<file path="config.mk">
export PLATFORM = sky130hd
export DESIGN_NAME = sprite_multi_display
export DESIGN_NICKNAME = d
export VERILOG_FILES = /design/src/rtl/sprite_multi_display.sv
export SDC_FILE = /design/constraint.sdc
export NUM_CORES = 2
export LEC_CHECK = 0
export BUFFER_PORTS_ARGS = -buffer_cell sky130_fd_sc_hd__buf_2
export CORE_ASPECT_RATIO = 0.8
export CORE_MARGIN = 2
export CORE_UTILIZATION = 30
export CTS_CLUSTER_DIAMETER = 80
export DETAILED_ROUTE_END_ITERATION = 10
export GPL_ROUTABILITY_DRIVEN = 0
export GPL_TIMING_DRIVEN = 0
export SLEW_MARGIN = 20
export SYNTH_ARGS = -nofsm -noshare
export SYNTH_HDL_FRONTEND = slang
export SYNTH_SLANG_ARGS = --single-unit
</file>
<file path="constraint.sdc">
create_clock -name clk -period 14.55 [get_ports clk]
set_clock_uncertainty 0.15 [all_clocks]
set_input_delay 0.7275 -clock clk [delete_from_list [all_inputs] [get_ports clk]]
set_output_delay 0.7275 -clock clk [all_outputs]
set_load 0.01 [all_outputs]
</file>
<file path="src/rtl/sprite_multi_display.sv">
// sprite_multi_display: double-banked sprite compositor with deferred bank swap.
// Two-stage pixel pipeline over a packed pixel ROM and a palette ROM.
module sprite_multi_display #(
    parameter logic [5:0]  SUB_COMP_ID = 6'd14,
    parameter int          CHILD_NUM   = 4,
    parameter int          PATTERN_NUM = 2,
    parameter int          ADDR_LIMIT  = 768,
    parameter int          BPP         = 2,
    parameter int          TRANSP_IDX  = 0,
    parameter logic [23:0] BG_COLOR    = 24'h9290ff
) (
    input  logic        clk,
    input  logic        reset,
    input  logic [31:0] writedata,
    input  logic [9:0]  hcount,
    input  logic [9:0]  vcount,
    output logic [23:0] RGB_output,
    output logic        RGB_valid
);
    localparam int PPW     = 32 / BPP;
    localparam int PPW_LOG = $clog2(PPW);
    localparam int WORDS   = (ADDR_LIMIT + PPW - 1) / PPW;
    localparam int AW      = (WORDS > 1) ? $clog2(WORDS) : 1;

    typedef struct packed {
        logic        vis;
        logic        hflip;
        logic [15:0] base;
        logic [15:0] wid;
        logic [15:0] hgt;
        logic [9:0]  x;
        logic [9:0]  y;
        logic [9:0]  shift;
    } child_t;

    // Elaboration-time ROM images: pixel index pattern, palette and pattern table.
    function automatic logic [BPP-1:0] pix_init(input int a);
        return BPP'((a * 3 + 1 + (a >>> 5)) % (1 << BPP));
    endfunction

    function automatic logic [31:0] rom_word(input int w);
        logic [31:0] v;
        v = '0;
        for (int k = 0; k < PPW; k++) v[k*BPP +: BPP] = pix_init(w * PPW + k);
        return v;
    endfunction

    function automatic logic [23:0] pal(input int i);
        return {8'(i * 37), 8'(i * 91), 8'(i * 143)};
    endfunction

    function automatic logic [47:0] pat_entry(input int n);
        if (n == 0) return {16'd0, 16'd32, 16'd24};
        return {16'(n * 256), 16'd16, 16'd16};
    endfunction

    logic [31:0] w_rom [WORDS];
    logic [23:0] w_pal [1 << BPP];

    for (genvar g = 0; g < WORDS; g++) begin : g_rom
        assign w_rom[g] = rom_word(g);
    end
    for (genvar p = 0; p < (1 << BPP); p++) begin : g_pal
        assign w_pal[p] = pal(p);
    end

    logic [5:0]  w_sub;
    logic [4:0]  w_child;
    logic [3:0]  w_info;
    logic [2:0]  w_type;
    logic        w_bank;
    logic        w_nbank;
    logic [12:0] w_msg;
    logic        w_wr;
    logic        w_swap;
    logic        w_origin;

    assign {w_sub, w_child, w_info, w_type, w_bank, w_msg} = writedata;
    assign w_nbank  = ~w_bank;
    assign w_wr     = (w_sub == SUB_COMP_ID) && (w_info == 4'b0001);
    assign w_swap   = (w_sub == SUB_COMP_ID) && (w_info == 4'b1111);
    assign w_origin = (hcount == 10'd0) && (vcount == 10'd0);

    child_t r_bank [2][CHILD_NUM];
    logic   r_active;
    logic   r_pend;
    logic   r_pend_bank;

    always_ff @(posedge clk) begin
        if (reset) begin
            for (int b = 0; b < 2; b++)
                for (int c = 0; c < CHILD_NUM; c++)
                    r_bank[b][c] <= '0;
            r_active    <= 1'b0;
            r_pend      <= 1'b0;
            r_pend_bank <= 1'b0;
        end else begin
            for (int c = 0; c < CHILD_NUM; c++) begin
                if (w_wr && int'(w_child) == c) begin
                    case (w_type)
                        3'b001: begin
                            r_bank[w_bank][c].vis   <= w_msg[12];
                            r_bank[w_bank][c].hflip <= w_msg[11];
                            if (int'(w_msg[4:0]) < PATTERN_NUM)
                                {r_bank[w_bank][c].base, r_bank[w_bank][c].wid,
                                 r_bank[w_bank][c].hgt} <= pat_entry(int'(w_msg[4:0]));
                        end
                        3'b010:  r_bank[w_bank][c].x     <= w_msg[9:0];
                        3'b011:  r_bank[w_bank][c].y     <= w_msg[9:0];
                        3'b100:  r_bank[w_bank][c].shift <= w_msg[9:0];
                        default: ;
                    endcase
                end
                // The bank being handed back for redraw starts out empty.
                if (w_swap) r_bank[w_nbank][c].vis <= 1'b0;
            end
            if (w_swap && w_origin) begin
                r_active    <= w_bank;
                r_pend      <= 1'b0;
                r_pend_bank <= w_bank;
            end else if (w_swap) begin
                r_pend      <= 1'b1;
                r_pend_bank <= w_bank;
            end else if (r_pend && w_origin) begin
                r_active <= r_pend_bank;
                r_pend   <= 1'b0;
            end
        end
    end

    logic [CHILD_NUM-1:0] w_hit;
    logic [15:0]          w_addr [CHILD_NUM];
    logic [CHILD_NUM-1:0] r_s1_hit;
    logic [15:0]          r_s1_addr [CHILD_NUM];
    logic [BPP-1:0]       w_idx [CHILD_NUM];
    logic [CHILD_NUM-1:0] w_ok;

    for (genvar c = 0; c < CHILD_NUM; c++) begin : g_child
        child_t      w_cs;
        logic [9:0]  w_dx;
        logic [9:0]  w_dy;
        logic [15:0] w_col;
        logic [31:0] w_word;

        assign w_cs     = r_bank[r_active][c];
        assign w_dx     = hcount - w_cs.x;
        assign w_dy     = vcount - w_cs.y;
        assign w_hit[c] = w_cs.vis && ({6'd0, w_dx} < w_cs.wid)
                          && ({6'd0, w_dy} < w_cs.hgt);
        assign w_col    = w_cs.hflip ? (w_cs.wid - 16'd1 - {6'd0, w_dx}) : {6'd0, w_dx};
        assign w_addr[c] = w_cs.base + {6'd0, w_cs.shift}
                           + ({6'd0, w_dy} * w_cs.wid) + w_col;

        // Stage 2 pixel fetch; out-of-range addresses read as transparent.
        assign w_word   = w_rom[r_s1_addr[c][PPW_LOG +: AW]];
        assign w_idx[c] = (int'(r_s1_addr[c]) < ADDR_LIMIT)
                          ? w_word[int'(r_s1_addr[c][PPW_LOG-1:0]) * BPP +: BPP]
                          : BPP'(TRANSP_IDX);
        assign w_ok[c]  = r_s1_hit[c] && (w_idx[c] != BPP'(TRANSP_IDX));
    end

    logic           w_sel_ok;
    logic [BPP-1:0] w_sel_idx;

    always_comb begin
        w_sel_ok  = 1'b0;
        w_sel_idx = '0;
        for (int c = CHILD_NUM - 1; c >= 0; c--) begin
            if (w_ok[c]) begin
                w_sel_ok  = 1'b1;
                w_sel_idx = w_idx[c];
            end
        end
    end

    always_ff @(posedge clk) begin
        if (reset) begin
            r_s1_hit   <= '0;
            for (int c = 0; c < CHILD_NUM; c++) r_s1_addr[c] <= '0;
            RGB_output <= BG_COLOR;
            RGB_valid  <= 1'b0;
        end else begin
            r_s1_hit   <= w_hit;
            for (int c = 0; c < CHILD_NUM; c++) r_s1_addr[c] <= w_addr[c];
            RGB_output <= w_sel_ok ? w_pal[w_sel_idx] : BG_COLOR;
            RGB_valid  <= w_sel_ok;
        end
    end
endmodule

</file>
Word level (Yosys, flattened, before mapping)
Memories as Yosys holds them, arrays and structs flattened. Index checks and enable logic that the tools add are counted. W data, S select, Z words.

Register bits: 672. Bits in writable memories: 64. Bits in read-only memories: 8192. Bits of input ports: 54. Output and inout bits: 25. Logic and storage cells: 403. Memories: 5.

Memory list: (name not given) (depth 64, bits a word 32, read ports 1, clocked after Yosys merged registers in 0, write ports 0, line 155) `assign w_word = w_rom[r_s1_addr[c][PPW_LOG +: AW]];`; (name not given) (depth 64, bits a word 32, read ports 1, clocked after Yosys merged registers in 0, write ports 0, line 155); (name not given) (depth 64, bits a word 32, read ports 1, clocked after Yosys merged registers in 0, write ports 0, line 155); (name not given) (depth 64, bits a word 32, read ports 1, clocked after Yosys merged registers in 0, write ports 0, line 155); r_s1_addr (depth 4, bits a word 16, read ports 4, clocked after Yosys merged registers in 0, write ports 4, line 134) `logic [15:0] r_s1_addr [CHILD_NUM];`.

Add/sub/neg operators: 28. $mul: 4. Order comparisons: 23. Eq/ne operators: 11. Shift operators: 4. Muxes and demuxes: 207. Bitwise logic cells: 14. Reductions and logical operators: 37.

Operator list (number): $bwmux W640 (36); $mux W640 (19); $demux W320 S1 (36); $pmux W640 S4 (4); $mux W320 (5); $mux W48 (21); $mux W240 (2); $mux W160 (2); $mux W319 (1); $mux W318 (1); $mux W302 (1); $mux W286 (1); $mux W270 (1); $mux W260 (1); $mux W32 (8); $mux W250 (1); $mux W239 (1); $mux W238 (1); $mux W222 (1); $mux W206 (1); $mux W190 (1); $mux W180 (1); $mux W170 (1); $mux W80 (2); 53 further kinds (179).

Depth between registers and ports, before layout
Depth in word-level cells: 56. Gate-level depth with buffers: 46. Gate-level depth less buffers: 36.

Worst setup path after synthesis
Ideal clock, no wire load.

Path kind: register to register. From: register r_active. To: memory r_s1_addr[3][15]. Arrival: 9.834 ns. Slack: 4.439 ns. Cell stages (with the launch flop): 42. Path buffers: 9. Period minus slack after synthesis: 10.111 ns. Cells stage by stage: dfxtp_1 buf_6 buf_12 buf_12 buf_6 buf_2 buf_2 buf_4 clkbuf_1 buf_1 mux2_2 ha_1 inv_1 fa_1 a211o_1 a21o_1 a2111oi_0 nor3_1 [... 6 more ...] a21oi_1 fa_1 ha_1 fa_1 fa_1 inv_1 fa_1 xnor2_1 xnor2_1 xnor2_1 xnor2_1 xnor2_1 xnor2_1 xnor3_1 xor3_1 xnor2_1 xnor2_1 nor2_1.

RTL lines: start, declared (line 85) `logic r_active;`; start signal, assigned (line 118) `r_active <= w_bank;`; start signal, assigned (line 125) `r_active <= r_pend_bank;`; end, declared (line 134).

==> results.toml <==
[run_status]
outcome = "complete, no violations"

[power]
clkPwrFrac_pct = 46.0
power.internal_mw = 3.21
p_total_mw = 4.40
p_seq_share_pct = 44.2
p_sw_mw = 1.19
vdd_ir_drop_max_mv = 0.0829
p_leak_nw = 22.9
combPwrFrac_pct = 9.8
p_per_area_nw_per_um2 = 80.8
p_sw_share_pct = 27.1

[die]
die_area_um2 = 166000
io_pins = 79
die_x_um = 455
coreArea_um2 = 162000
fp-row-count = 132
die_y_um = 365
initial_core_util_pct = 30.2

[clocking]
clockBufferDepth = 3
cts_setup_buffers = 0
cts_resized = 0
cts_root_buf = "clkbuf_16"
cts.sinks = 708
cts_tree = "done"
numCtsBuffers = 74
h-tree-depth = 3
holdBufCountCts = 0
clk_latency_ns = 0.70
path_clk_slew_ns = 0.07

[timing]
finalSetupViolCount = 0
timing.final.max_slew_violations = 0
tightest_slew_ns = 1.24
rsz0062_at_grt = "no"
setup_tns_ns = 0
hold_viol = 0
slew-limit-headroom_pct = 17.1
max_freq_mhz = 73.1
layout_min_cycle_time_ns = 13.68
period_share_pct = 94.0

[layout]
instances_no_fill = 7558
drive_above_1_share_pct = 8.44
fin_area_um2 = 54500
layout-area-overhead-vs-synth_pct = 11.8
fill_cells = 16400
nets = 6164

[min_path]
hold_class = "input port to register"
hold_path.startpoint = "writedata[12]"

[drt]
num_vias = 37000
drtIter0Drc = 4219
route.detailed.drc = 0
ant_nets = 0
totalWireLength_um = 159000
drt_pre_antenna_iters = 6
routed_via_density = 4.90
wl_per_cell_um = 21.0

[flow_run]
cap_violations = 0

[synth]
synth_top_area_share_pct = 29.1
yosysTopAreaCell = "dfxtp_1"
synth_common_cells = "dfxtp_1 (708), nor2_1 (683), inv_1 (644)"
synth-async-reset-ratio_pct = 0
synthTopCellsByArea = "dfxtp_1 (29%), fa_1 (18%), mux2i_1 (8.4%)"
ys.warnings.count = 0
synth_edf_count = 0
synth.most_common_cell = "dfxtp_1"
synth.avg_cell_area_um2 = 9.38
syn_area_um2 = 48800
synth.ff_latch_count = 708
yosysSeqAreaShare_pct = 29.1
synthFlopType = "dfxtp_1"
synth_cell_type_count = 89
synthCells = 5201
synthesis.nets = 6018

[worst_setup_path]
crit_path_max_fanout = 10
max_stage_delay_ns = 0.67
path_class = "register to register"
cp_common_cell = "xnor2_1"
worst_setup_path_end_kind = "register"
slowest_stage = "buf_2"
start_kind = "register"
startpoint = "r_active"
arrival_ns = 14.06
r2r_start = "r_active"
worst-endpoint-required_ns = 14.93

[global_routing]
antenna_found_initial = 31
grt_start_max_net_pins = 15
gr-usage-all-layers_pct = 19.0
grt_pass1_vias = 35900
grt_pass1_wl_um = 233000
grt_overflow = 0

[placement]
io_buffer_count = 66
placed_area_um2 = 51900
hpwl_um = 123000
dpl.cell_count = 7415
==> path summary, 6_finish.rpt <==
kind | end | slack, ns | cells after the start
worst max-delay path | r_s1_addr[3][15] | 0.87 | 42
worst min-delay path | r_bank[479] | 0.23 | 3
worst max register to register | r_s1_addr[3][15] | 0.87 | 42
worst min register to register | r_bank[445] | 0.30 | 1
==> power by group through the flow <==
stage          Combinational, mW  Sequential, mW  Clock, mW
2_1_floorplan              0.257            1.99          0
3_3_place_gp               0.409            1.99          0
4_1_cts                    0.421            1.94       2.06
3_5_place_dp               0.419            1.99          0
5_1_grt                    0.465            1.94       2.14
6_report                   0.432            1.95       2.03
==> cells by family (layout without fill, tap and decap cells) <==
logic type / after synthesis / in the layout / share of synthesized area [%]
mux: 552 / 552 / 11.8
other cells: 0 / 10 / 0
flops: 708 / 708 / 29.1
compound gates: 465 / 465 / 5.99
xor+xnor: 198 / 198 / 3.81
buf+inv: 849 / 1052 / 6.82
simple gates: 1666 / 1666 / 16.2
fa+ha+maj: 763 / 763 / 26.3
==> worst max-delay path: cells and delay by family (launching register included) <==
family,cells,cell delay (ns)
adders and majority gates,8,3.29
muxes,1,0.31
and+or+nand+nor,5,0.81
AOI/OAI and AO/OA,5,1.79
DFF,1,0.32
xor gates and xnor gates,11,2.53
buffers and inverters,12,4.24
==> cells in the final DEF, fill, tap and decap left out, drive strengths merged, types with 7 or more instances in the layout <==
| cell type | netlist | final |
|---|---|---|
| fa | 440 | 440 |
| clkinv | 7 | 24 |
| nor4 | 18 | 18 |
| nand2b | 42 | 42 |
| mux2 | 139 | 139 |
| nand2 | 309 | 309 |
| xor2 | 55 | 55 |
| nor2 | 690 | 690 |
| or2 | 20 | 20 |
| o21bai | 13 | 13 |
| dfxtp | 708 | 708 |
| diode | 0 | 10 |
| xnor3 | 7 | 7 |
| and2 | 373 | 373 |
| ha | 323 | 323 |
| mux2i | 413 | 413 |
| buf | 56 | 125 |
| nor2b | 58 | 58 |
| or4 | 8 | 8 |
| inv | 646 | 650 |
| and3 | 13 | 13 |
| xnor2 | 135 | 135 |
| a211oi | 21 | 21 |
| a21o | 35 | 35 |
| a21boi | 17 | 17 |
| nand3 | 45 | 45 |
| a31oi | 13 | 13 |
| a21oi | 147 | 147 |
| clkbuf | 140 | 243 |
| o21a | 38 | 38 |
| o31ai | 13 | 13 |
| or3 | 23 | 23 |
| nor3 | 37 | 37 |
| o21ai | 118 | 118 |
| nand3b | 8 | 8 |
==> state kept, by name (all words and copies together) (netlist names) <==
name / cells
r_pend: 1
r_s1_addr: 48
RGB_output: 12
r_bank: 640
r_active: 1
r_pend_bank: 1
r_s1_hit: 4
RGB_valid: 1
==> per-stage QoR <==
stage	setup slack (ns)	util, %	hold WS, ns
after global routing	0.359	33.7	0.216
after global placement	0.544	32.0	0.283
final	0.873	33.7	0.230
after floorplan	4.44	-	0.270
after detailed placement	1.05	32.1	0.287
after CTS	0.992	33.7	0.182
==> metal layers <==
metal,share of wire [%],vias to the layer above,GRT usage (%)
li1,-,16900,-
met1,45,18200,27.2
met4,3.6,8,6.80
met5,0.036,-,0
met2,40,1586,26.9
met3,11,320,5.31
==> cell type report <==
type | instances | area [µm²] | share of cell area [%]
Multi-Input combinational cell | 3644 | 31400 | 57.5
Sequential cell | 708 | 14200 | 26.0
Tap cell | 2144 | 2680 | 4.92
Inverter | 653 | 2450 | 4.50
Clock buffer | 103 | 2120 | 3.89
Buffer | 196 | 892 | 1.64
Clock inverter | 30 | 422 | 0.773
Timing Repair Buffer | 70 | 390 | 0.716
Antenna cell | 10 | 25.0 | 0.0459
Note: power is estimated with default switching activity, not from simulation.
